### src/rtl/prom_fuse_programmer_if.sv
// Command, status and PROM pin bundle for the fuse programmer.
// The master side is the board: it issues requests and returns the chip data pins.
interface prom_fuse_programmer_if #(
  parameter int DATA_WIDTH    = 8,
  parameter int ADDRESS_WIDTH = 9,
  parameter int SELECT_WIDTH  = 4
);
  logic                     start;
  logic [ADDRESS_WIDTH-1:0] address_in;
  logic [DATA_WIDTH-1:0]    data_in;
  logic [DATA_WIDTH-1:0]    data_line_in;
  logic [ADDRESS_WIDTH-1:0] address_line;
  logic [SELECT_WIDTH-1:0]  chip_select;
  logic                     vpp_enable;
  logic [DATA_WIDTH-1:0]    bit_pulse;
  logic                     busy;
  logic                     done;
  logic                     error;
  logic [1:0]               error_code;
  logic [DATA_WIDTH-1:0]    data_read;

  modport master (
    output start, address_in, data_in, data_line_in,
    input  address_line, chip_select, vpp_enable, bit_pulse,
           busy, done, error, error_code, data_read
  );

  modport slave (
    input  start, address_in, data_in, data_line_in,
    output address_line, chip_select, vpp_enable, bit_pulse,
           busy, done, error, error_code, data_read
  );
endinterface

### src/rtl/prom_fuse_programmer.sv
// Burns one word into a bipolar fuse PROM: blank check, then per-bit Vpp-gated
// fuse pulses, each followed by a read-back verify with a bounded retry count.
module prom_fuse_programmer #(
  parameter int DATA_WIDTH      = 8,
  parameter int ADDRESS_WIDTH   = 9,
  parameter int SELECT_WIDTH    = 4,
  parameter int SETUP_CYCLES    = 50,
  parameter int PULSE_CYCLES    = 500,
  parameter int RECOVERY_CYCLES = 100,
  parameter int MAX_PULSES      = 4
) (
  input logic                    clk,
  input logic                    reset,
  prom_fuse_programmer_if.slave  bus
);

  localparam int MAX_WAIT = (SETUP_CYCLES > PULSE_CYCLES)
                          ? ((SETUP_CYCLES > RECOVERY_CYCLES) ? SETUP_CYCLES : RECOVERY_CYCLES)
                          : ((PULSE_CYCLES > RECOVERY_CYCLES) ? PULSE_CYCLES : RECOVERY_CYCLES);
  localparam int CNT_W = $clog2(MAX_WAIT + 1);
  localparam int PC_W  = $clog2(MAX_PULSES + 1);
  localparam int IDX_W = (DATA_WIDTH > 1) ? $clog2(DATA_WIDTH) : 1;

  localparam logic [CNT_W-1:0] SETUP_LAST    = CNT_W'(SETUP_CYCLES - 1);
  localparam logic [CNT_W-1:0] PULSE_LAST    = CNT_W'(PULSE_CYCLES - 1);
  localparam logic [CNT_W-1:0] RECOVERY_LAST = CNT_W'(RECOVERY_CYCLES - 1);

  typedef enum logic [2:0] {
    IDLE = 3'd0, BLANK_READ, VPP_ON, PULSE, RECOVER, VERIFY, DONE, FAIL
  } state_t;

  typedef enum logic [1:0] {ERR_NONE = 2'd0, ERR_NOT_BLANK, ERR_NO_BLOW} err_t;

  // Every piece of state lives in one registered record; outputs come straight from it.
  typedef struct packed {
    state_t                   state;
    logic [CNT_W-1:0]         cnt;
    logic [PC_W-1:0]          pulses;
    logic [IDX_W-1:0]         bit_idx;
    logic [DATA_WIDTH-1:0]    target;
    logic [ADDRESS_WIDTH-1:0] address_line;
    logic [SELECT_WIDTH-1:0]  chip_select;
    logic                     vpp_enable;
    logic [DATA_WIDTH-1:0]    bit_pulse;
    logic                     busy;
    logic                     done;
    logic                     error;
    err_t                     error_code;
    logic [DATA_WIDTH-1:0]    data_read;
  } regs_t;

  regs_t                 r, r_next;
  logic                  go_vpp, go_done, go_fail;
  err_t                  fail_code;
  logic [IDX_W-1:0]      next_idx;
  logic [DATA_WIDTH-1:0] pending;

  function automatic logic [IDX_W-1:0] lowest_set(input logic [DATA_WIDTH-1:0] v);
    lowest_set = '0;
    for (int i = DATA_WIDTH - 1; i >= 0; i--)
      if (v[i]) lowest_set = IDX_W'(i);
  endfunction

  // NOTE: every signal written here gets a default first, so no path can infer a latch.
  always_comb begin
    r_next    = r;
    r_next.cnt = r.cnt + CNT_W'(1);
    go_vpp    = 1'b0;
    go_done   = 1'b0;
    go_fail   = 1'b0;
    fail_code = ERR_NONE;
    next_idx  = r.bit_idx;
    pending   = r.target & ~bus.data_line_in;

    case (r.state)
      IDLE: begin
        r_next.cnt = '0;
        if (bus.start) begin
          r_next.state        = BLANK_READ;
          r_next.target       = bus.data_in;
          r_next.address_line = bus.address_in;
          r_next.chip_select  = '0;
          r_next.busy         = 1'b1;
          r_next.error        = 1'b0;
          r_next.error_code   = ERR_NONE;
        end
      end
      BLANK_READ, VERIFY: begin
        if (r.cnt == SETUP_LAST) begin
          r_next.data_read = bus.data_line_in;
          r_next.cnt       = '0;
          if (r.state == BLANK_READ && |(bus.data_line_in & ~r.target)) begin
            go_fail   = 1'b1;
            fail_code = ERR_NOT_BLANK;
          end else if (r.state == BLANK_READ || bus.data_line_in[r.bit_idx]) begin
            // Current bit confirmed (or fresh start): move on to the lowest unburnt bit.
            if (pending == '0) begin
              go_done = 1'b1;
            end else begin
              go_vpp        = 1'b1;
              next_idx      = lowest_set(pending);
              r_next.pulses = '0;
            end
          end else if (r.pulses < PC_W'(MAX_PULSES)) begin
            go_vpp = 1'b1;
          end else begin
            go_fail   = 1'b1;
            fail_code = ERR_NO_BLOW;
          end
        end
      end
      VPP_ON: begin
        if (r.cnt == SETUP_LAST) begin
          r_next.state     = PULSE;
          r_next.bit_pulse = DATA_WIDTH'(1) << r.bit_idx;
          r_next.cnt       = '0;
        end
      end
      PULSE: begin
        if (r.cnt == PULSE_LAST) begin
          r_next.state      = RECOVER;
          r_next.bit_pulse  = '0;
          r_next.vpp_enable = 1'b0;
          r_next.pulses     = r.pulses + PC_W'(1);
          r_next.cnt        = '0;
        end
      end
      RECOVER: begin
        if (r.cnt == RECOVERY_LAST) begin
          r_next.state       = VERIFY;
          r_next.chip_select = '0;
          r_next.cnt         = '0;
        end
      end
      DONE: begin
        r_next.state = IDLE;
        r_next.done  = 1'b0;
        r_next.busy  = 1'b0;
        r_next.cnt   = '0;
      end
      FAIL: begin
        r_next.state = IDLE;
        r_next.busy  = 1'b0;
        r_next.cnt   = '0;
      end
      default: r_next.state = IDLE;
    endcase

    // Deselecting the chip during Vpp keeps its outputs off the pins being pulsed.
    if (go_vpp) begin
      r_next.state       = VPP_ON;
      r_next.vpp_enable  = 1'b1;
      r_next.chip_select = '1;
      r_next.bit_idx     = next_idx;
    end
    if (go_done) begin
      r_next.state       = DONE;
      r_next.done        = 1'b1;
      r_next.chip_select = '1;
    end
    if (go_fail) begin
      r_next.state       = FAIL;
      r_next.error       = 1'b1;
      r_next.error_code  = fail_code;
      r_next.vpp_enable  = 1'b0;
      r_next.bit_pulse   = '0;
      r_next.chip_select = '1;
    end
  end

  // NOTE: sequential state uses non-blocking assignments only, so every register samples pre-edge values.
  always_ff @(posedge clk or posedge reset) begin
    if (reset) begin
      r             <= '0;
      r.state       <= IDLE;
      r.chip_select <= '1;
    end else begin
      r <= r_next;
    end
  end

  assign bus.address_line = r.address_line;
  assign bus.chip_select  = r.chip_select;
  assign bus.vpp_enable   = r.vpp_enable;
  assign bus.bit_pulse    = r.bit_pulse;
  assign bus.busy         = r.busy;
  assign bus.done         = r.done;
  assign bus.error        = r.error;
  assign bus.error_code   = r.error_code;
  assign bus.data_read    = r.data_read;

endmodule

### src/flat_wrapper.sv
// flat-port wrapper written by rule: the top's interface ports become plain ports
module prom_fuse_programmer_flat 
#(
  parameter int DATA_WIDTH      = 8,
  parameter int ADDRESS_WIDTH   = 9,
  parameter int SELECT_WIDTH    = 4,
  parameter int SETUP_CYCLES    = 50,
  parameter int PULSE_CYCLES    = 500,
  parameter int RECOVERY_CYCLES = 100,
  parameter int MAX_PULSES      = 4
)
  (clk, reset, bus_start, bus_address_in, bus_data_in, bus_data_line_in, bus_address_line, bus_chip_select, bus_vpp_enable, bus_bit_pulse, bus_busy, bus_done, bus_error, bus_error_code, bus_data_read);
  prom_fuse_programmer_if #(.DATA_WIDTH(DATA_WIDTH), .ADDRESS_WIDTH(ADDRESS_WIDTH), .SELECT_WIDTH(SELECT_WIDTH)) bus_i ();
  input logic clk;
  input logic reset;
  input wire logic [$bits(bus_i.start)-1:0] bus_start;
  input wire logic [$bits(bus_i.address_in)-1:0] bus_address_in;
  input wire logic [$bits(bus_i.data_in)-1:0] bus_data_in;
  input wire logic [$bits(bus_i.data_line_in)-1:0] bus_data_line_in;
  output wire logic [$bits(bus_i.address_line)-1:0] bus_address_line;
  output wire logic [$bits(bus_i.chip_select)-1:0] bus_chip_select;
  output wire logic [$bits(bus_i.vpp_enable)-1:0] bus_vpp_enable;
  output wire logic [$bits(bus_i.bit_pulse)-1:0] bus_bit_pulse;
  output wire logic [$bits(bus_i.busy)-1:0] bus_busy;
  output wire logic [$bits(bus_i.done)-1:0] bus_done;
  output wire logic [$bits(bus_i.error)-1:0] bus_error;
  output wire logic [$bits(bus_i.error_code)-1:0] bus_error_code;
  output wire logic [$bits(bus_i.data_read)-1:0] bus_data_read;
  assign bus_i.start = bus_start;
  assign bus_i.address_in = bus_address_in;
  assign bus_i.data_in = bus_data_in;
  assign bus_i.data_line_in = bus_data_line_in;
  assign bus_address_line = bus_i.address_line;
  assign bus_chip_select = bus_i.chip_select;
  assign bus_vpp_enable = bus_i.vpp_enable;
  assign bus_bit_pulse = bus_i.bit_pulse;
  assign bus_busy = bus_i.busy;
  assign bus_done = bus_i.done;
  assign bus_error = bus_i.error;
  assign bus_error_code = bus_i.error_code;
  assign bus_data_read = bus_i.data_read;
  prom_fuse_programmer #(.DATA_WIDTH(DATA_WIDTH), .ADDRESS_WIDTH(ADDRESS_WIDTH), .SELECT_WIDTH(SELECT_WIDTH), .SETUP_CYCLES(SETUP_CYCLES), .PULSE_CYCLES(PULSE_CYCLES), .RECOVERY_CYCLES(RECOVERY_CYCLES), .MAX_PULSES(MAX_PULSES)) u_core (.clk(clk), .reset(reset), .bus(bus_i));
endmodule
### config.mk
export PLATFORM = sky130hd
export DESIGN_NAME = prom_fuse_programmer_flat
export DESIGN_NICKNAME = d
export VERILOG_FILES = /design/src/rtl/prom_fuse_programmer_if.sv /design/src/rtl/prom_fuse_programmer.sv /design/src/flat_wrapper.sv
export SDC_FILE = /design/constraint.sdc
export NUM_CORES = 1
export LEC_CHECK = 0
export BUFFER_PORTS_ARGS = -buffer_cell sky130_fd_sc_hd__buf_2
export CORE_ASPECT_RATIO = 1.4
export CORE_UTILIZATION = 47
export DETAILED_ROUTE_END_ITERATION = 8
export PLACE_DENSITY_LB_ADDON = 0.2
export SLEW_MARGIN = 40
export SYNTH_ARGS = -nofsm -noshare
export SYNTH_HDL_FRONTEND = slang
export SYNTH_SLANG_ARGS = --single-unit
export TNS_END_PERCENT = 50
### constraint.sdc
create_clock -name clk -period 5.8 [get_ports clk]
set_clock_uncertainty 0.2 [all_clocks]
set_input_delay 1.16 -clock clk [delete_from_list [all_inputs] [get_ports clk]]
set_output_delay 1.16 -clock clk [all_outputs]
set_load 0.005 [all_outputs]
# Yosys cells after proc, flatten, opt, wreduce, memory -nomap -nowiden
# Cells that the tools add are included.
totals:
  register_bits: 61
  latchBits: 0
  ramBits: 0
  mem_bits_ro: 0
  in_bits: 28
  mem_count: 0
op_classes:
  add_sub_neg: 2
  multipliers: 0
  div: 0
  magnitude_cmp: 2
  eq_ne: 22
  shifts: 1
  mux: 62
  bitwise_logic: 6
  reduce_logical: 28
ops:
  columns: ["op", "count"]
  rows:
  - ["3-bit two-way mux", 18]
  - ["9-bit one-hot mux with 5 select lines", 1]
  - ["12-bit two-way mux", 3]
  - ["1-bit two-way mux", 21]
  - ["8-bit bitwise AND", 2]
  - ["8-bit inverter", 2]
  - ["8-bit one-hot mux with 2 select lines", 1]
  - ["15-bit two-way mux", 1]
  - ["5-bit by 1-bit != test with 1-bit output, second input constant", 3]
  - ["3-bit one-hot mux with 5 select lines", 1]
  - ["13-bit two-way mux", 1]
  - ["3-bit equality test, second input constant", 4]
  - ["4-bit two-way mux", 3]
  - ["6-bit AND reduction", 2]
  - ["2-bit two-way mux", 5]
  - ["2-bit AND reduction", 5]
  - ["2-bit nonzero test", 5]
  - ["9-bit by 1-bit adder with 9-bit output, second input constant", 1]
  - ["9-bit by 6-bit equality test with 1-bit output, second input constant", 1]
  - ["9-bit by 7-bit equality test with 1-bit output, second input constant", 1]
  - ["9-bit equality test, second input constant", 1]
  - ["9-bit two-way mux", 1]
  - ["3-bit nonzero test", 3]
  - ["8-bit logical NOT", 1]
  - ["other kinds (27)", 36]

# Logic depth before layout (Yosys ltp)
# Gate-level depths: netlist of run 1.
logic_depth:
  ltp_word: 11
  ltp_mapped: 7
  ltp_nobuf: 7

# Least setup slack after synthesis of run 1
# No wires, ideal clock.
synth_path:
  kind: "input to register"
  from: "in bus_data_line_in[7]"
  to: "reg u_core.r[43] in the netlist's numbering"
  setup_time_ns: 0.125
  t_arrival_ns: 2.561
  setup_slack_ns: 2.914
  stages: 5
  n_path_buf: 0
  cell_sequence: "nor2b_4 a2111oi_4 a21oi_2 nor4_2 mux2_2"
synth_via:
  elab_chain_len: 10
  elab_cells_between_ends: 25
  cone_classes: "15 x mux; 5 x bitwise; 5 x reduce/logical"
synth_rtl:
  columns: ["item", "line", "rtl"]
  rows:
  - ["from (decl)", "flat_wrapper.sv:19", "input wire logic [$bits(bus_i.data_line_in)-1:0] bus_data_line_in;"]
  - ["parallel branches: the longest is 10 deep, another holds 6-bit AND reduction", null, null]
  - ["to (signal assigned)", "prom_fuse_programmer.sv:178", "r <= r_next;"]
  - ["to (decl)", "prom_fuse_programmer.sv:52", "regs_t r, r_next;"]
# Parallel ways; which one is timed is not known. The select of a mux whose other input is x is not followed.
# A chain may end at the register's enable or synchronous reset.

# Worst setup path after layout of run 1
layout_path:
  from: "in bus_data_line_in[7]"
  to: "reg u_core.r[45] in the netlist's numbering"
# Same word-level chain as after synthesis.

==> results of run 1 <==
==> stage by stage <==
stage / cells / power [mW]
after floorplan: 327 / 0.439
after global placement: 442 / 0.453
after detailed placement: 442 / 0.454
after CTS: 458 / 0.824
after global routing: 458 / 0.844
final: 458 / 0.813
==> flip-flops by register name, summed over array words and instances, names as in the netlist <==
register	cells
u_core.bus.done	1
u_core.bus.error_code	2
u_core.bus.busy	1
u_core.bus.bit_pulse	8
u_core.bus.chip_select	1
u_core.bus.vpp_enable	1
u_core.bus.error	1
u_core.r	26
u_core.bus.address_line	9
u_core.bus.data_read	8
==> critical path: cells and delay by family <==
kind / cells / cell delay (ns)
buffers and inverters: 1 / 0.12
multiplexers: 1 / 0.38
AND/OR/NAND/NOR: 2 / 0.57
AO/OA/AOI/OAI: 2 / 0.63
==> power by group through the flow <==
stage | Clock [mW] | Sequential, mW | Combinational, mW
floorplan | 0 | 0.416 | 0.0225
global placement | 0 | 0.416 | 0.0367
detailed placement | 0 | 0.416 | 0.0372
CTS | 0.378 | 0.409 | 0.0373
global route | 0.393 | 0.409 | 0.0416
finish | 0.367 | 0.409 | 0.0366
==> logic make-up after synthesis <==
kind of cell / after synthesis / share of synthesized area
mux: 14 / 0.0477
xor+xnor: 7 / 0.0190
fa+ha+maj: 3 / 0.0116
buf+inv: 46 / 0.0951
flops: 58 / 0.451
simple gates: 149 / 0.237
compound gates: 50 / 0.139
==> synthesized netlist by cell type, types with 2 or more instances <==
cell type | n | area share
a211oi_1 | 6 | 0.014
and2b_1 | 2 | 0.0047
or2b_1 | 6 | 0.014
a211oi_2 | 2 | 0.0078
nor2b_1 | 9 | 0.017
nand2b_1 | 8 | 0.016
o21ai_0 | 10 | 0.016
a21oi_1 | 3 | 0.0047
inv_1 | 6 | 0.0070
xnor2_1 | 2 | 0.0054
mux2i_1 | 3 | 0.0093
nand3_1 | 11 | 0.017
mux2_2 | 11 | 0.038
a32o_1 | 8 | 0.025
dfrtp_1 | 57 | 0.44
nand2_1 | 68 | 0.079
buf_4 | 31 | 0.072
a31oi_1 | 3 | 0.0058
buf_6 | 2 | 0.0070
nand4_1 | 4 | 0.0078
nor4bb_1 | 2 | 0.0062
nor2_1 | 18 | 0.021
and3_1 | 3 | 0.0058
buf_2 | 2 | 0.0031
and2_1 | 3 | 0.0058
clkbuf_1 | 5 | 0.0058
ha_1 | 3 | 0.012
xor2_1 | 5 | 0.014
a2111oi_4 | 2 | 0.017
nor3_1 | 6 | 0.0093
==> metal layers <==
| layer | wire length (um) | track usage | vias to the layer above |
|---|---|---|---|
| met2 | 3200 | 0.320 | 58 |
| met5 | 0 | 0 | - |
| met4 | 84 | 0.0814 | 0 |
| met3 | 275 | 0.0301 | 8 |
| li1 | - | - | 1174 |
| met1 | 2830 | 0.251 | 1159 |
==> path summary, 6_finish.rpt <==
kind,depth (start not counted),endpoint,slack [ns]
max reg2reg,5,u_core.bus.bit_pulse[7]$_DFFE_PP0P_,3.03
max in group asynchronous,3,u_core.bus.chip_select[2]$_DFFE_PP1P_,4.27
max,6,u_core.r[45]$_DFFE_PP0P_,2.95
min reg2reg,2,u_core.bus.address_line[6]$_DFFE_PP0P_,0.27
min,2,u_core.bus.address_line[6]$_DFFE_PP0P_,0.27
min in group asynchronous,3,u_core.bus.address_line[1]$_DFFE_PP0P_,0.71
==> layout make-up <==
cell class,instances,area [um2]
clock buffers,11,141
flip-flops and latches,58,1450
clock inverters,5,53.8
repair buffers,63,322
multi-input cells,223,1460
well taps,92,115
fillers,620,3040
inverters,6,22.5
==> flow_metrics.py, run 1 <==
metrics = {
    "power": {
        "power.density_nw_per_um2": 228,
        "p_comb_frac": 0.045,
        "switchingPower_mw": 0.180,
        "static-leakage-power_nw": 1.73,
        "p_int_mw": 0.633,
        "p_clk_frac": 0.452,
        "switching_share": 0.222,
        "ir_drop_mv": 0.196,
        "p_seq_frac": 0.503,
    },
    "synthesis": {
        "async_flop_share": 1.00,
        "synth-seq-area-share": 0.451,
        "ys_types": 56,
        "yosys_warnings": 0,
        "avgSynthCellArea_um2": 9.86,
        "synth_edf_count": 0,
        "synth_area_um2": 3220,
        "ys_seq_elements": 58,
        "synthCells": 327,
        "synthFlopType": "dfrtp_1",
        "syn_nets": 358,
    },
    "finish": {
        "area_growth_pct": 10.8,
        "layout.nets": 392,
        "drive_above_1_share": 0.295,
        "finish.instance_area_um2": 3570,
        "final_util": 0.540,
        "num_antenna_cells": 0,
        "final_common_cell": "nand2_1",
        "most-common-layout-cells": "nand2_1, buf_2, dfrtp_1, nor2_1",
    },
    "sta": {
        "post-route-period-util": 0.491,
        "finalMaxSlewViolations": 0,
        "tns_ns": 0,
        "rsz0062_at_grt": "false",
        "setup_violations": 0,
        "hold_viol": 0,
        "worst_hold_slack_ns": 0.268,
        "clock.fmax_mhz": 351,
        "worst_pin_slew_ns": 0.801,
        "post-route-min-period_ns": 2.85,
        "final.setup.worst_slack_ns": 2.95,
        "max_slew_margin": 0.462,
    },
    "global_routing": {
        "grt_max_degree": 59,
        "first_global_vias": 2245,
        "grt_overflow": 0,
        "grt_antenna_before_repair": 0,
        "grt_usage": 0.193,
        "grt_pass1_wl_um": 10700,
    },
    "clock_network": {
        "ctsResizeCount": 0,
        "cts_inserted_buffers": 9,
        "root_buffer": "clkbuf_8",
        "hold_buffers": 0,
        "clock_path_buffers": 2,
        "clk_pin_slew_ns": 0.06,
        "cts_tree": "built",
        "cts.sinks": 58,
        "insertion_delay_ns": 0.33,
        "cts_max_level": 3,
        "cts_setup_buffers": 0,
    },
    "setup_path": {
        "cp-start-kind": "input pin",
        "rr_startpoint": "u_core.r[51]$_DFF_PP0_",
        "arrival_ns": 2.86,
        "startpoint": "bus_data_line_in[7]",
        "crit_fanout": 5,
        "crit_required_ns": 5.81,
        "crit_slowest_cell": "a2111oi_4",
        "crit_path_cell_trace": "buf_2 > nor2b_4 > a2111oi_4 > a21oi_2 > nor4_2 > mux2_2",
        "endpoint_kind": "flip-flop",
        "crit_type": "input pin to flip-flop",
        "cpPeakStageDelay_ns": 0.47,
    },
    "die": {
        "die_y_um": 100,
        "core_um2": 6610,
        "pin_count": 63,
        "die_x_um": 72.0,
        "die-area_um2": 7200,
        "start_util": 0.487,
        "rows": 35,
    },
    "placement": {
        "placed_cell_area_um2": 3370,
        "place_congestion": 0.898,
        "hpwlAfterDp_um": 4630,
        "place_ws_ns": 2.62,
        "port_buffers": 62,
    },
    "detailed_routing": {
        "wl_per_cell_um": 14.0,
        "ant_nets": 0,
        "vias": 2399,
        "drtIter0Drc": 87,
        "first_pass_iters": 4,
        "drt_wl_total_um": 6390,
        "via_per_inst": 5.24,
        "drc": 0,
    },
    "min_path": {
        "hold_path_class": "flip-flop to flip-flop",
        "min_from": "u_core.bus.address_line[6]$_DFFE_PP0P_",
    },
    "flow_run": {
        "drv_cap": 0,
    },
    "run_status": {
        "status": "complete, no violations",
    },
}
Power figures use the tool's default switching activity.
==> run 2: changes to the inputs <==
- ABC_AREA: not set -> 1
- clock period: 5.8 -> 2.6 ns (I/O delays scaled with it)
==> flow_metrics.py, run 2 <==
metrics = {
    "synthesis": {
        "yosys_warnings": 0,
        "async_flop_share": 1.00,
        "ys_types": 35,
        "synth_edf_count": 0,
        "yosysMostFrequentCell": "nand2_1",
        "yosys.area.top_type": "dfrtp_1",
        "ys_seq_elements": 58,
        "synth_area_um2": 3270,
        "avgSynthCellArea_um2": 7.91,
        "synth_top_area_share": 0.436,
        "synth-seq-area-share": 0.444,
        "yosys-top-cells-area": "dfrtp_1, nand2_1, buf_4",
        "syn_nets": 445,
        "synthFlopType": "dfrtp_1",
        "synthCells": 414,
        "synthTopCellsByCount": "nand2_1, dfrtp_1, inv_1",
    },
    "die": {
        "start_util": 0.492,
        "die_y_um": 101,
        "core_um2": 6660,
        "die_x_um": 72.5,
        "rows": 35,
        "pin_count": 63,
        "die-area_um2": 7310,
    },
    "sta": {
        "post-route-period-util": 0.795,
        "finalMaxSlewViolations": 0,
        "tns_ns": 0,
        "rsz0062_at_grt": "false",
        "worst_hold_slack_ns": 0.0154,
        "setup_violations": 0,
        "worst_pin_slew_ns": 0.645,
        "max_slew_margin": 0.569,
        "post-route-min-period_ns": 2.07,
        "hold_viol": 0,
        "clock.fmax_mhz": 484,
    },
    "finish": {
        "final_util": 0.546,
        "num_antenna_cells": 0,
        "top_register": "u_core.r",
        "largest_register_ffs": 26,
        "drive_above_1_share": 0.246,
        "finish.instance_area_um2": 3640,
        "final_common_cell": "nand2_1",
        "most-common-layout-cells": "nand2_1, buf_2, dfrtp_1, inv_1, nand3_1",
        "area_growth_pct": 11.1,
        "layout.nets": 481,
    },
    "global_routing": {
        "grt_antenna_before_repair": 0,
        "grt_pass1_wl_um": 11300,
        "grt_usage": 0.204,
        "grt_overflow": 0,
        "first_global_vias": 2544,
        "grt_max_degree": 59,
    },
    "setup_path": {
        "crit_type": "flip-flop to flip-flop",
        "crit_path_cell_trace": "inv_1 > nand2_1 > nand2_1 > nand2_1 > nand2_1 > a21oi_4 > nand3_1 > nand2_1 > nand3_4 > nand3_1 > nand2_1",
        "arrival_ns": 2.09,
        "cp_top_family": "simple AND/OR/NAND/NOR gates",
        "crit_fanout": 12,
        "cpMostUsedCell": "nand2_1",
        "endpoint_kind": "flip-flop",
        "crit_buf_inv": 1,
        "crit_slowest_cell": "dfrtp_1",
        "cpPeakStageDelay_ns": 0.57,
        "cp-start-kind": "flip-flop",
        "crit_required_ns": 2.62,
    },
    "detailed_routing": {
        "via_per_inst": 4.88,
        "drt_wl_total_um": 6550,
        "drtIter0Drc": 153,
        "vias": 2669,
        "first_pass_iters": 4,
        "wl_per_cell_um": 12.0,
        "ant_nets": 0,
        "drc": 0,
    },
    "clock_network": {
        "cts_inserted_buffers": 9,
        "root_buffer": "clkbuf_8",
        "cts_tree": "built",
        "hold_buffers": 0,
        "clk_pin_slew_ns": 0.07,
        "insertion_delay_ns": 0.34,
        "cts.sinks": 58,
        "cts_setup_buffers": 0,
        "cts_max_level": 3,
        "clock_path_buffers": 2,
        "ctsResizeCount": 0,
    },
    "placement": {
        "port_buffers": 62,
        "placed_cell_area_um2": 3450,
        "hpwlAfterDp_um": 4790,
        "place_congestion": 0.840,
    },
    "power": {
        "ir_drop_mv": 0.563,
        "p_int_mw": 1.77,
        "switching_share": 0.351,
        "switchingPower_mw": 0.960,
        "power_mw": 2.73,
        "static-leakage-power_nw": 1.97,
        "p_seq_frac": 0.430,
        "power.density_nw_per_um2": 751,
        "p_comb_frac": 0.278,
        "p_clk_frac": 0.292,
    },
    "flow_run": {
        "drv_cap": 0,
    },
    "run_status": {
        "status": "complete, no violations",
    },
    "min_path": {
        "hold_path_class": "input pin to async pin",
    },
}
==> run 2: changes by cell type in the layout (fill, tap and decap cells not counted), sizes merged, moves of 10 or more <==
| cell | change |
|---|---|
| nor2b | -10 |
| nand2 | +87 |
| o21ai | +13 |
| inv | +37 |
| mux2 | -11 |
| nand3 | +16 |
| nand4 | +10 |
==> run 2: logic make-up (layout without fill, tap and decap cells) <==
family	Yosys count	in the layout	synth area share
xor gates and xnor gates	4	4	0.0107
and+or+nand+nor	235	235	0.345
adders and majority gates	3	3	0.0115
AOI/OAI and AO/OA	32	32	0.0558
DFF	58	58	0.444
buffers and inverters	82	123	0.133
==> run 2: worst register-to-register path, delay by kind of cell, from the launching register on <==
kind | cells | cell delay, ns
and+or+nand+nor | 9 | 0.88
DFF | 1 | 0.57
AOI/OAI and AO/OA | 1 | 0.17
buffers and inverters | 1 | 0.14
==> run 2: final timing paths <==
path	from	to	slack [ns]	cells past startpoint
setup / recovery	u_core.r[43]$_DFFE_PP0P_	u_core.bus.bit_pulse[2]$_DFFE_PP0P_	0.53	11
hold / removal	reset	u_core.bus.address_line[3]$_DFFE_PP0P_	0.02	3
setup reg to reg	u_core.r[43]$_DFFE_PP0P_	u_core.bus.bit_pulse[2]$_DFFE_PP0P_	0.53	11
hold reg to reg	u_core.bus.address_line[6]$_DFFE_PP0P_	u_core.bus.address_line[6]$_DFFE_PP0P_	0.27	2
max in group asynchronous	reset	u_core.bus.chip_select[2]$_DFFE_PP1P_	1.89	3
min in group clk	bus_address_in[7]	u_core.bus.address_line[7]$_DFFE_PP0P_	0.17	3
==> run 2: cell type report <==
type,count,area [um2]
Clock buffer,10,128
Clock inverter,6,57.6
Fill cell,687,3020
Inverter,43,161
Multi-Input combinational cell,274,1380
Sequential cell,58,1450
Tap cell,92,115
Timing Repair Buffer,64,338
==> run 2: power by group through the flow <==
| stage | Clock, mW | Combinational [mW] | Sequential (mW) |
|---|---|---|---|
| CTS | 0.815 | 0.774 | 1.17 |
| floorplan | 0 | 0.657 | 1.16 |
| detailed placement | 0 | 0.768 | 1.19 |
| global route | 0.859 | 0.874 | 1.20 |
| global placement | 0 | 0.759 | 1.18 |
| finish | 0.796 | 0.760 | 1.18 |
==> run 2: stage by stage <==
| step | instances | worst slack, ns |
|---|---|---|
| final | 547 | 0.533 |
| after global placement | 531 | 0.560 |
| after CTS | 547 | 0.529 |
| after global routing | 547 | 0.309 |
| after floorplan | 414 | 0.454 |
| after detailed placement | 531 | 0.540 |
==> run 2: per-layer routing <==
layer / GRT usage / wire length [um] / up-vias
met2: 0.347 / 3340 / 55
met4: 0.0860 / 134 / 0
met1: 0.239 / 2810 / 1235
met5: 0 / 0 / -
met3: 0.0540 / 265 / 13
li1: - / - / 1366
==> run 3: changes to the inputs <==
- clock period: 2.6 -> 1.85 ns (I/O delays scaled with it)
==> flow_metrics.py, run 3 (synthesized netlist as in run 2, its figures left out) <==
metrics = {
    "run_status": {
        "status": "complete, no violations",
    },
    "min_path": {
        "holdPathStages": 3,
        "hold_path_class": "input pin to flip-flop",
        "min_from": "bus_address_in[5]",
        "min_to": "u_core.bus.address_line[5]$_DFFE_PP0P_",
    },
    "global_routing": {
        "grt_antenna_before_repair": 0,
        "grt_max_degree": 38,
        "grt_pass1_wl_um": 11300,
        "grt_overflow": 0,
        "grt_usage": 0.204,
        "first_global_vias": 2600,
    },
    "clock_network": {
        "clock_path_buffers": 2,
        "cts_max_level": 3,
        "insertion_delay_ns": 0.35,
        "clk_pin_slew_ns": 0.07,
        "cts_tree": "built",
        "root_buffer": "clkbuf_8",
        "cts.sinks": 58,
        "cts_inserted_buffers": 9,
    },
    "placement": {
        "place_congestion": 0.868,
        "port_buffers": 62,
        "place_ws_ns": -0.0373,
        "hpwlAfterDp_um": 5040,
    },
    "detailed_routing": {
        "ant_nets": 0,
        "drc": 0,
        "drt_wl_total_um": 7020,
        "wl_per_cell_um": 12.3,
        "via_per_inst": 4.78,
        "vias": 2722,
        "drtIter0Drc": 153,
        "first_pass_iters": 4,
    },
    "setup_path": {
        "rr_startpoint": "u_core.r[43]$_DFFE_PP0P_",
        "cpPeakStageDelay_ns": 0.43,
        "reg2reg_slack_ns": 0.01,
        "crit_fanout": 4,
        "cp-start-kind": "flip-flop",
        "endpoint_kind": "flip-flop",
        "crit_required_ns": 1.89,
        "arrival_ns": 1.88,
        "cp_top_family": "simple AND/OR/NAND/NOR gates",
        "crit_type": "flip-flop to flip-flop",
        "r2r_cells": 11,
        "crit_slowest_cell": "dfrtp_2",
        "r2r-end": "u_core.bus.bit_pulse[5]$_DFFE_PP0P_",
        "crit_path_cell_trace": "clkbuf_2 > nand2_1 > nand2_1 > nand2_1 > nand2_2 > a21oi_4 > nand3_2 > nand2_4 > nand3_4 > nand3_1 > nand2_1",
        "crit_buf_inv": 1,
        "cpMostUsedCell": "nand2_1",
    },
    "die": {
        "pin_count": 63,
        "core_um2": 6660,
        "rows": 35,
        "die_y_um": 101,
        "start_util": 0.492,
        "die_x_um": 72.5,
        "die-area_um2": 7310,
    },
    "power": {
        "ir_drop_mv": 0.623,
        "p_int_mw": 2.65,
        "p_comb_frac": 0.316,
        "switchingPower_mw": 1.45,
        "static-leakage-power_nw": 2.11,
        "power.density_nw_per_um2": 1040,
        "switching_share": 0.354,
        "p_seq_frac": 0.403,
        "power_mw": 4.11,
        "p_clk_frac": 0.281,
    },
    "finish": {
        "final_common_cell": "nand2_1",
        "drive_above_1_share": 0.331,
        "most-common-layout-cells": "nand2_1, buf_2, dfrtp_1, inv_1, nand3_1",
        "area_growth_pct": 20.9,
        "final_util": 0.594,
        "top_register": "u_core.r",
        "layout.nets": 504,
        "num_antenna_cells": 0,
        "largest_register_ffs": 26,
    },
    "sta": {
        "hold_viol": 0,
        "worst_pin_slew_ns": 0.654,
        "post-route-period-util": 0.994,
        "rsz0062_at_grt": "true",
        "final.setup.worst_slack_ns": 0.0104,
        "max_slew_margin": 0.563,
        "clock.fmax_mhz": 544,
        "setup_violations": 0,
        "tns_ns": 0,
        "worst_hold_slack_ns": 0.0208,
        "finalMaxSlewViolations": 0,
        "post-route-min-period_ns": 1.84,
    },
    "flow_run": {
        "drv_cap": 0,
    },
}
-- run 3: cell count changes in the layout (fill, tap and decap cells not counted), moves of 4 or more --
| cell | before | now |
|---|---|---|
| o21ai_0 | 17 | 13 |
| buf_4 | 1 | 19 |
| nand2_4 | 1 | 7 |
| nand2_1 | 150 | 137 |
| nand2_2 | 4 | 11 |
-- run 3: worst register-to-register path, cell delays in order (launching register included) --
cell and delay [ns]:
dfrtp_2 0.43, clkbuf_2 0.14, nand2_1 0.07, nand2_1 0.05, nand2_1 0.07, nand2_2 0.09, a21oi_4 0.19, nand3_2 0.12
nand2_4 0.12, nand3_4 0.10, nand3_1 0.09, nand2_1 0.05
-- run 3: layout make-up --
class	count	area [um2]
fillers	632	2700
multi-input cells	275	1510
flip-flops and latches	58	1460
repair buffers	85	499
inverters	43	173
clock buffers	11	141
well taps	92	115
clock inverters	5	53.8
repair inverters	1	7.51
-- run 3: timing repair --
action                                  CTS  global route
endpoints found under the setup margin   11            46
resized for setup                         2            41
hold buffers                              1             0
pin swaps                                 0            13
setup buffers                             0            10
endpoints found under the hold margin    57             0
gates cloned                              0             2
-- run 3: per-stage QoR --
stage,instances,cell area (um2)
6_report,570,3960
5_1_grt,570,3960
4_1_cts,558,3740
3_5_place_dp,541,3530
3_3_place_gp,541,3530
2_1_floorplan,414,3280
-- run 3: routing by layer --
metal,global-route usage,share of wire,vias up
met1,0.232,0.43,1257
met5,0,0,-
met3,0.0440,0.032,11
li1,-,-,1403
met2,0.354,0.52,51
met4,0.110,0.021,0
-- run 3: power by group through the flow --
stage	Combinational, mW	Sequential [mW]	Clock (mW)
global placement	1.10	1.66	0
global route	1.47	1.68	1.24
CTS	1.13	1.65	1.19
floorplan	0.924	1.63	0
finish	1.30	1.66	1.15
detailed placement	1.12	1.67	0
-- run 3: worst max path at each step --
stage                                         from                              endpoint  slack (ns)  cells past startpoint
after detailed placement    u_core.r[50]$_DFF_PP0_  u_core.bus.error_code[0]$_DFFE_PP0P_       -0.04                     11
after global placement      u_core.r[50]$_DFF_PP0_   u_core.bus.bit_pulse[4]$_DFFE_PP0P_       -0.02                     10
final                     u_core.r[43]$_DFFE_PP0P_   u_core.bus.bit_pulse[5]$_DFFE_PP0P_        0.01                     11
after global routing      u_core.r[43]$_DFFE_PP0P_   u_core.bus.bit_pulse[0]$_DFFE_PP0P_        -0.1                     10
after floorplan             u_core.r[49]$_DFF_PP0_              u_core.r[60]$_DFFE_PP0P_        0.09                     12
after CTS                   u_core.r[49]$_DFF_PP0_   u_core.bus.bit_pulse[7]$_DFFE_PP0P_       0.002                     11
